**src/rtl/dice_pkg.sv**
```systemverilog
// Shared types and constants for the dice display path: FSM states, scan phases,
// and single-segment masks in {g,f,e,d,c,b,a} order.
package dice_pkg;

   typedef enum logic [1:0] {
      IDLE  = 2'd0,
      SPIN  = 2'd1,
      BLINK = 2'd2
   } state_t;

   localparam logic [1:0] PH_BLANK0 = 2'd0;
   localparam logic [1:0] PH_UNITS  = 2'd1;
   localparam logic [1:0] PH_BLANK1 = 2'd2;
   localparam logic [1:0] PH_TENS   = 2'd3;

   localparam logic [6:0] SEG_A   = 7'h01;
   localparam logic [6:0] SEG_B   = 7'h02;
   localparam logic [6:0] SEG_C   = 7'h04;
   localparam logic [6:0] SEG_D   = 7'h08;
   localparam logic [6:0] SEG_E   = 7'h10;
   localparam logic [6:0] SEG_F   = 7'h20;
   localparam logic [6:0] SEG_G   = 7'h40;
   localparam logic [6:0] SEG_OFF = 7'h00;

   // Chase position 0..5 walks the outer ring a..f; anything else is dark.
   function automatic logic [6:0] chase_seg(input logic [2:0] idx);
      case (idx)
         3'd0:    chase_seg = SEG_A;
         3'd1:    chase_seg = SEG_B;
         3'd2:    chase_seg = SEG_C;
         3'd3:    chase_seg = SEG_D;
         3'd4:    chase_seg = SEG_E;
         3'd5:    chase_seg = SEG_F;
         default: chase_seg = SEG_OFF;
      endcase
   endfunction

endpackage

```
**src/rtl/bcd_to_seg7.sv**
```systemverilog
// Combinational BCD to seven-segment decoder, active-high, {g,f,e,d,c,b,a}.
// Non-decimal codes 10-15 decode to a dark digit.
module bcd_to_seg7
   import dice_pkg::*;
(
   input  logic [3:0] i_bcd,
   output logic [6:0] o_seg
);

   always_comb begin
      o_seg = SEG_OFF;
      case (i_bcd)
         4'd0: o_seg = SEG_A | SEG_B | SEG_C | SEG_D | SEG_E | SEG_F;
         4'd1: o_seg = SEG_B | SEG_C;
         4'd2: o_seg = SEG_A | SEG_B | SEG_D | SEG_E | SEG_G;
         4'd3: o_seg = SEG_A | SEG_B | SEG_C | SEG_D | SEG_G;
         4'd4: o_seg = SEG_B | SEG_C | SEG_F | SEG_G;
         4'd5: o_seg = SEG_A | SEG_C | SEG_D | SEG_F | SEG_G;
         4'd6: o_seg = SEG_A | SEG_C | SEG_D | SEG_E | SEG_F | SEG_G;
         4'd7: o_seg = SEG_A | SEG_B | SEG_C;
         4'd8: o_seg = SEG_A | SEG_B | SEG_C | SEG_D | SEG_E | SEG_F | SEG_G;
         4'd9: o_seg = SEG_A | SEG_B | SEG_C | SEG_D | SEG_F | SEG_G;
         default: o_seg = SEG_OFF;
      endcase
   end

endmodule

```
**src/rtl/dice_display_driver.sv**
```systemverilog
// Two-digit multiplexed seven-segment driver for the dice: chase animation while
// rolling, result blink after release, blanked scan slots between digit selects.
module dice_display_driver
   import dice_pkg::*;
#(
   parameter int BLINK_TICKS = 8,
   parameter int BLINK_COUNT = 3,
   parameter int SPIN_TICKS  = 2
) (
   input  logic       clk,
   input  logic       rst_n,
   input  logic       tick,
   input  logic       rolling,
   input  logic [3:0] digit1,
   input  logic [3:0] digit10,
   input  logic       seg_inv,
   input  logic       com_inv,
   output logic [7:0] seg_out,
   output logic [1:0] com_out,
   output logic       busy
);

   localparam int BW = (BLINK_TICKS > 1) ? $clog2(BLINK_TICKS) : 1;
   localparam int PW = (BLINK_COUNT > 1) ? $clog2(BLINK_COUNT + 1) : 1;
   localparam int SW = (SPIN_TICKS > 1) ? $clog2(SPIN_TICKS) : 1;
   localparam logic [BW-1:0] BT_LAST = BW'(BLINK_TICKS - 1);
   localparam logic [PW-1:0] PC_LAST = PW'(BLINK_COUNT - 1);
   localparam logic [SW-1:0] ST_LAST = SW'(SPIN_TICKS - 1);

   state_t          r_state;
   logic [1:0]      r_phase;
   logic [3:0]      r_d1;
   logic [3:0]      r_d10;
   logic [2:0]      r_ci;
   logic [SW-1:0]   r_spin_cnt;
   logic [BW-1:0]   r_blink_cnt;
   logic [PW-1:0]   r_pair_cnt;
   logic            r_blink_on;
   logic [7:0]      r_seg_log;
   logic [1:0]      r_com_log;
   logic            r_busy;

   logic [3:0]      w_sel_digit;
   logic [6:0]      w_dec_seg;
   logic [2:0]      w_ci_tens;
   logic [6:0]      w_glyph;
   logic            w_dark;
   logic            w_tens_blank;
   logic [7:0]      w_seg_nxt;
   logic [1:0]      w_com_nxt;

   assign w_sel_digit = (r_phase == PH_TENS) ? r_d10 : r_d1;

   bcd_to_seg7 u_dec (
      .i_bcd (w_sel_digit),
      .o_seg (w_dec_seg)
   );

   // Tens chases half a lap ahead of units: (ci + 3) mod 6.
   assign w_ci_tens    = (r_ci < 3'd3) ? (r_ci + 3'd3) : (r_ci - 3'd3);
   assign w_glyph      = (r_state != SPIN) ? w_dec_seg :
                         (r_phase == PH_TENS) ? chase_seg(w_ci_tens) : chase_seg(r_ci);
   assign w_dark       = (r_state == BLINK) && !r_blink_on;
   assign w_tens_blank = (r_state != SPIN) && (r_d10 == 4'd0);

   always_comb begin
      w_seg_nxt = 8'h00;
      w_com_nxt = 2'b00;
      case (r_phase)
         PH_UNITS: begin
            w_seg_nxt = {1'b0, w_glyph};
            w_com_nxt = w_dark ? 2'b00 : 2'b01;
         end
         PH_TENS: begin
            w_seg_nxt = {1'b0, w_glyph};
            w_com_nxt = (w_dark || w_tens_blank) ? 2'b00 : 2'b10;
         end
         default: begin
            w_seg_nxt = 8'h00;
            w_com_nxt = 2'b00;
         end
      endcase
   end

   always_ff @(posedge clk or negedge rst_n) begin
      if (!rst_n) begin
         r_phase   <= PH_BLANK0;
         r_seg_log <= 8'h00;
         r_com_log <= 2'b00;
      end else begin
         r_phase   <= r_phase + 2'd1;
         r_seg_log <= w_seg_nxt;
         r_com_log <= w_com_nxt;
      end
   end

   always_ff @(posedge clk or negedge rst_n) begin
      if (!rst_n) begin
         r_state     <= IDLE;
         r_d1        <= 4'd1;
         r_d10       <= 4'd0;
         r_ci        <= 3'd0;
         r_spin_cnt  <= '0;
         r_blink_cnt <= '0;
         r_pair_cnt  <= '0;
         r_blink_on  <= 1'b0;
         r_busy      <= 1'b0;
      end else begin
         r_busy <= (r_state != IDLE);
         case (r_state)
            IDLE: begin
               r_d1  <= digit1;
               r_d10 <= digit10;
               if (rolling) begin
                  r_state    <= SPIN;
                  r_ci       <= 3'd0;
                  r_spin_cnt <= '0;
               end
            end
            SPIN: begin
               if (!rolling) begin
                  r_state     <= BLINK;
                  r_d1        <= digit1;
                  r_d10       <= digit10;
                  r_blink_cnt <= '0;
                  r_pair_cnt  <= '0;
                  r_blink_on  <= 1'b0;
               end else if (tick) begin
                  if (r_spin_cnt == ST_LAST) begin
                     r_spin_cnt <= '0;
                     r_ci       <= (r_ci == 3'd5) ? 3'd0 : (r_ci + 3'd1);
                  end else begin
                     r_spin_cnt <= r_spin_cnt + 1'b1;
                  end
               end
            end
            BLINK: begin
               // A re-roll restarts the chase; the interrupted blink is discarded.
               if (rolling) begin
                  r_state     <= SPIN;
                  r_ci        <= 3'd0;
                  r_spin_cnt  <= '0;
                  r_blink_cnt <= '0;
                  r_pair_cnt  <= '0;
                  r_blink_on  <= 1'b0;
               end else if (tick) begin
                  if (r_blink_cnt == BT_LAST) begin
                     r_blink_cnt <= '0;
                     r_blink_on  <= ~r_blink_on;
                     if (r_blink_on) begin
                        if (r_pair_cnt == PC_LAST) r_state <= IDLE;
                        else r_pair_cnt <= r_pair_cnt + 1'b1;
                     end
                  end else begin
                     r_blink_cnt <= r_blink_cnt + 1'b1;
                  end
               end
            end
            default: r_state <= IDLE;
         endcase
      end
   end

   assign seg_out = r_seg_log ^ {8{seg_inv}};
   assign com_out = r_com_log ^ {2{com_inv}};
   assign busy    = r_busy;

endmodule

```
**config.mk**
```make
export PLATFORM = sky130hd
export DESIGN_NAME = dice_display_driver
export DESIGN_NICKNAME = d
export VERILOG_FILES = /design/src/rtl/dice_pkg.sv /design/src/rtl/bcd_to_seg7.sv /design/src/rtl/dice_display_driver.sv
export SDC_FILE = /design/constraint.sdc
export NUM_CORES = 1
export LEC_CHECK = 0
export ABC_AREA = 1
export CAP_MARGIN = 25
export CORE_MARGIN = 4
export CORE_UTILIZATION = 50
export DETAILED_ROUTE_END_ITERATION = 8
export HOLD_SLACK_MARGIN = 0.08
export PLACE_DENSITY = 0.73
export SLEW_MARGIN = 20
export SYNTH_ARGS = -nofsm -noshare
export SYNTH_HDL_FRONTEND = slang
export SYNTH_SLANG_ARGS = --single-unit
```
**constraint.sdc**
```tcl
create_clock -name clk -period 3.39 [get_ports clk]
set_clock_uncertainty 0.05 [all_clocks]
set_input_delay 0.339 -clock clk [delete_from_list [all_inputs] [get_ports clk]]
set_output_delay 0.339 -clock clk [all_outputs]
set_load 0.01 [all_outputs]
```
==> results.txt <==
----------------------------------------------------
[Power]
  Lkg Pwr ... 1.32 nW
  Pwr/cell area ... between 700 and 800 nW/um^2
  Max IR drop VDD ... 0.379 mV

[Setup path]
  Crit-path max FO ... 15
  Cell chain of the critical path ... ha_1 > inv_2 > nand2_1 > nand2_2 > ha_1 > nand3_1 > nand3_1 > nand3_1 > nand2_1 > nand2_1 > inv_1
  Slowest cell on crit path ... sky130_fd_sc_hd__ha_1
  Flop2flop setup slack ... ~1.2 ns
  Category of the critical setup timing path ... flip-flop to flip-flop
  Category of the worst setup path capture point ... flip-flop
  Data arrival, critical path ... 2.32 ns
  Startpoint type of the worst setup path ... flip-flop
  Worst path required time ... 3.51 ns
  Maximum cell stage delay along the critical path ... ~0.52 ns

[Clock network]
  TritonCTS clock tree ... yes
  Post-CTS setup-driven buffer insertion count ... 0
  Hold Buf Count CTS ... 0
  Clock Path Buffers ... 2
  Count of cells resized by post-cts repair ... 0
  Depth of the CTS H-tree ... 2
  Clock latency at the later pin of the worst-skew pair ... about 0.28 ns
  CTS Root Buffer Type ... sky130_fd_sc_hd__clkbuf_8
  Number of clock buffers inserted by TritonCTS ... 5
  Number of clock sinks ... 32
  Clock transition at the registers of the reported paths ... around 0.07 ns

[Floorplan]
  Number of ports placed on the die boundary ... 25
  Die footprint ... ~5400 sq um
  Cell row count ... 23
  Chip Width ... 73.2 microns
  Floorplan die height ... ~73 microns
  Initial core utilization ... a little over half
  Core Box Area ... 4060 sq um

[Global routing]
  Overflow left after global routing ... 0
  Overall fraction of global-route tracks in use ... 17.1%
  Antenna violations before repair ... 0
  Global routing usage on met1 ... 20.6%
  Number of global-route vias before repair ... approximately 1.7k
  Met2 usage in global routing ... a little under a third
  Global route hottest layer ... met2
  Global-route track usage on met3 ... between 4 and 5%
  Pin count of the biggest net entering global routing ... 33
  First-pass GRT wire length ... between 7000 and 8000 microns

[Synthesis]
  Number of flip-flops and latches in the synthesized netlist ... 32
  Yosys warning total ... 0
  Async set or reset register ratio after synthesis ... between 90% and 100%
  Post-synthesis sequential area ratio ... 37.7%
  Syn_area_per_cell ... between 7 and 8 sq um
  Cell count after synthesis ... roughly 280
  Total standard cell area after synthesis ... about 2100 sq um
  Most frequent cell after synthesis ... sky130_fd_sc_hd__nand2_1
  Count of unique library cells instantiated by Yosys ... 27
  Mapped Nets ... approximately 310
  Cells taking the most area after synthesis ... sky130_fd_sc_hd__dfrtp_1 (36%), sky130_fd_sc_hd__nand2_1 (13%), sky130_fd_sc_hd__ha_1 (12%)
  Most used flip-flop cell after synthesis ... sky130_fd_sc_hd__dfrtp_1
  Yosys top cell area share ... a little over a third
  Library cell occupying the most area in the post-synthesis netlist ... sky130_fd_sc_hd__dfrtp_1
  Ranking of synthesized cells by instance count ... sky130_fd_sc_hd__nand2_1 (74), sky130_fd_sc_hd__inv_1 (36), sky130_fd_sc_hd__dfrtp_1 (31), sky130_fd_sc_hd__nand3_1 (23), sky130_fd_sc_hd__o21ai_1 (23)
  Number of flops mapped to enable cells by yosys ... 0

[Layout]
  Layout-stage area growth over the synthesis result ... 17.4%
  Final core area utilization ... approximately three fifths
  Diodes inserted ... 0
  Number of fill cells ... ~370
  Layout net count ... between 300 and 400
  Fraction of final layout cells sized beyond drive strength 1 ... between 10% and 20%

[STA]
  Achievable Freq ... about 460 MHz
  Setup-violating endpoint count in the final report ... 0
  Pins over their slew limit ... 0
  Final worst path period share ... roughly two thirds
  Final Hold Violating Endpoints ... 0
  Transition at the pin with the smallest max-transition slack ... 0.614 ns
  Slew HR ... slightly below 60%
  Setup TNS ... 0 ns
  Setup repair after global routing missed its margin ... no
  Minimum period implied by the final worst setup slack ... around 2.2 ns

[Placement]
  Buffers on Ports ... 24
  Post-DP HPWL ... 3000 microns
  GPL Wtd Cong ... roughly 0.86

[Route]
  Final antenna-violating net count ... 0
  First-iteration detailed-routing DRC count ... 57
  Routed wire per std cell ... between 10 and 15 microns
  Vias post-DR ... 1781
  Number of search-and-repair iterations in the first detailed-routing pass ... 4
  Residual DRC count ... 0
  Per-cell via count in the routed design ... 4.99
  Final wirelength ... approximately 4000 microns

[Run]
  Max-Cap Viols ... 0

[Min path]
  Worst hold-check path type ... input pin to asynchronous set/reset pin

[Status]
  Status ... completed

----------------------------------------------------
cells in the final DEF, fill, tap and decap left out, drive strengths merged:
master	n
or2	1
nor2	15
a21o	1
nand2	84
inv	44
clkbuf	7
o221ai	1
clkdlybuf4s50	24
ha	20
dfrtp	31
a21oi	11
a31oi	1
nor3	1
o21ai	27
clkinvlp	1
and2	1
xor2	9
nand4	1
buf	1
nand3	23
mux2	1
dfstp	1
a21boi	1
power by group:
part           leakage [nW]  internal [W]  switching, W
Sequential            0.420      0.000503     0.0000756
Combinational         0.851      0.000382      0.000668
Clock                0.0445      0.000165      0.000136
Total                  1.32       0.00105      0.000880
metrics by stage:
step / power, W / hold slack [ns] / setup WS [ns] / cell area [sq um] / std cells
floorplan: 0.00139 / -0.00659 / 1.62 / 2130 / 279
global placement: 0.00160 / 0.391 / 1.25 / 2400 / 349
detailed placement: 0.00162 / 0.412 / 1.21 / 2400 / 349
CTS: 0.00195 / 0.416 / 1.18 / 2500 / 357
global route: 0.00214 / 0.428 / 0.996 / 2500 / 357
finish: 0.00193 / 0.392 / 1.20 / 2500 / 357
critical path: cells and delay by family (launching register included):
family | cells | cell delay, ns
fa+ha+maj | 2 | 0.83
buf+inv | 2 | 0.22
flops | 1 | 0.38
simple gates | 7 | 0.59
per-layer routing:
| metal | vias to the layer above | part of all wire (%) |
|---|---|---|
| li1 | 935 | - |
| met1 | 809 | 45 |
| met2 | 31 | 50 |
| met3 | 6 | 3.5 |
| met4 | 0 | 1.3 |
| met5 | - | 0 |
sequential cells by signal, indices dropped and copies added, names as in the netlist, 2 cells and up:
register and cells:
r_seg_log 7, r_d10 4, r_d1 4, r_blink_cnt 3, r_ci 3, r_com_log 2
r_pair_cnt 2, r_phase 2, r_state 2
logic make-up (layout without fill, tap and decap cells):
family                     count (synthesis)  in the layout  synth area share [%]
muxes                                      1              1                 0.529
and+or+nand+nor                          126            126                  26.1
AOI/OAI and AO/OA                         42             42                  10.9
buffers and inverters                     49             77                  9.35
adders and majority gates                 20             20                  11.8
xor gates and xnor gates                   9              9                  3.70
DFF                                       32             32                  37.7
final timing paths:
check	from	endpoint	depth (start not counted)
max	r_phase[0]	r_seg_log[3]	11
min	rst_n	r_d1[1]	2
max reg2reg	r_phase[0]	r_seg_log[3]	11
min reg2reg	r_phase[0]	r_phase[0]	1
max in group asynchronous	rst_n	r_d1[0]	2
min in group clk	r_phase[0]	r_phase[0]	1
cell type report:
type	count	area, sq um	area share [%]
clock buffers	7	86.3	3.46
clock inverters	1	7.51	0.300
inverters	44	165	6.61
multi-input cells	198	1130	45.1
flip-flops and latches	32	802	32.1
well taps	50	62.6	2.50
repair buffers	25	248	9.91
Power figures use the tool's default switching activity.
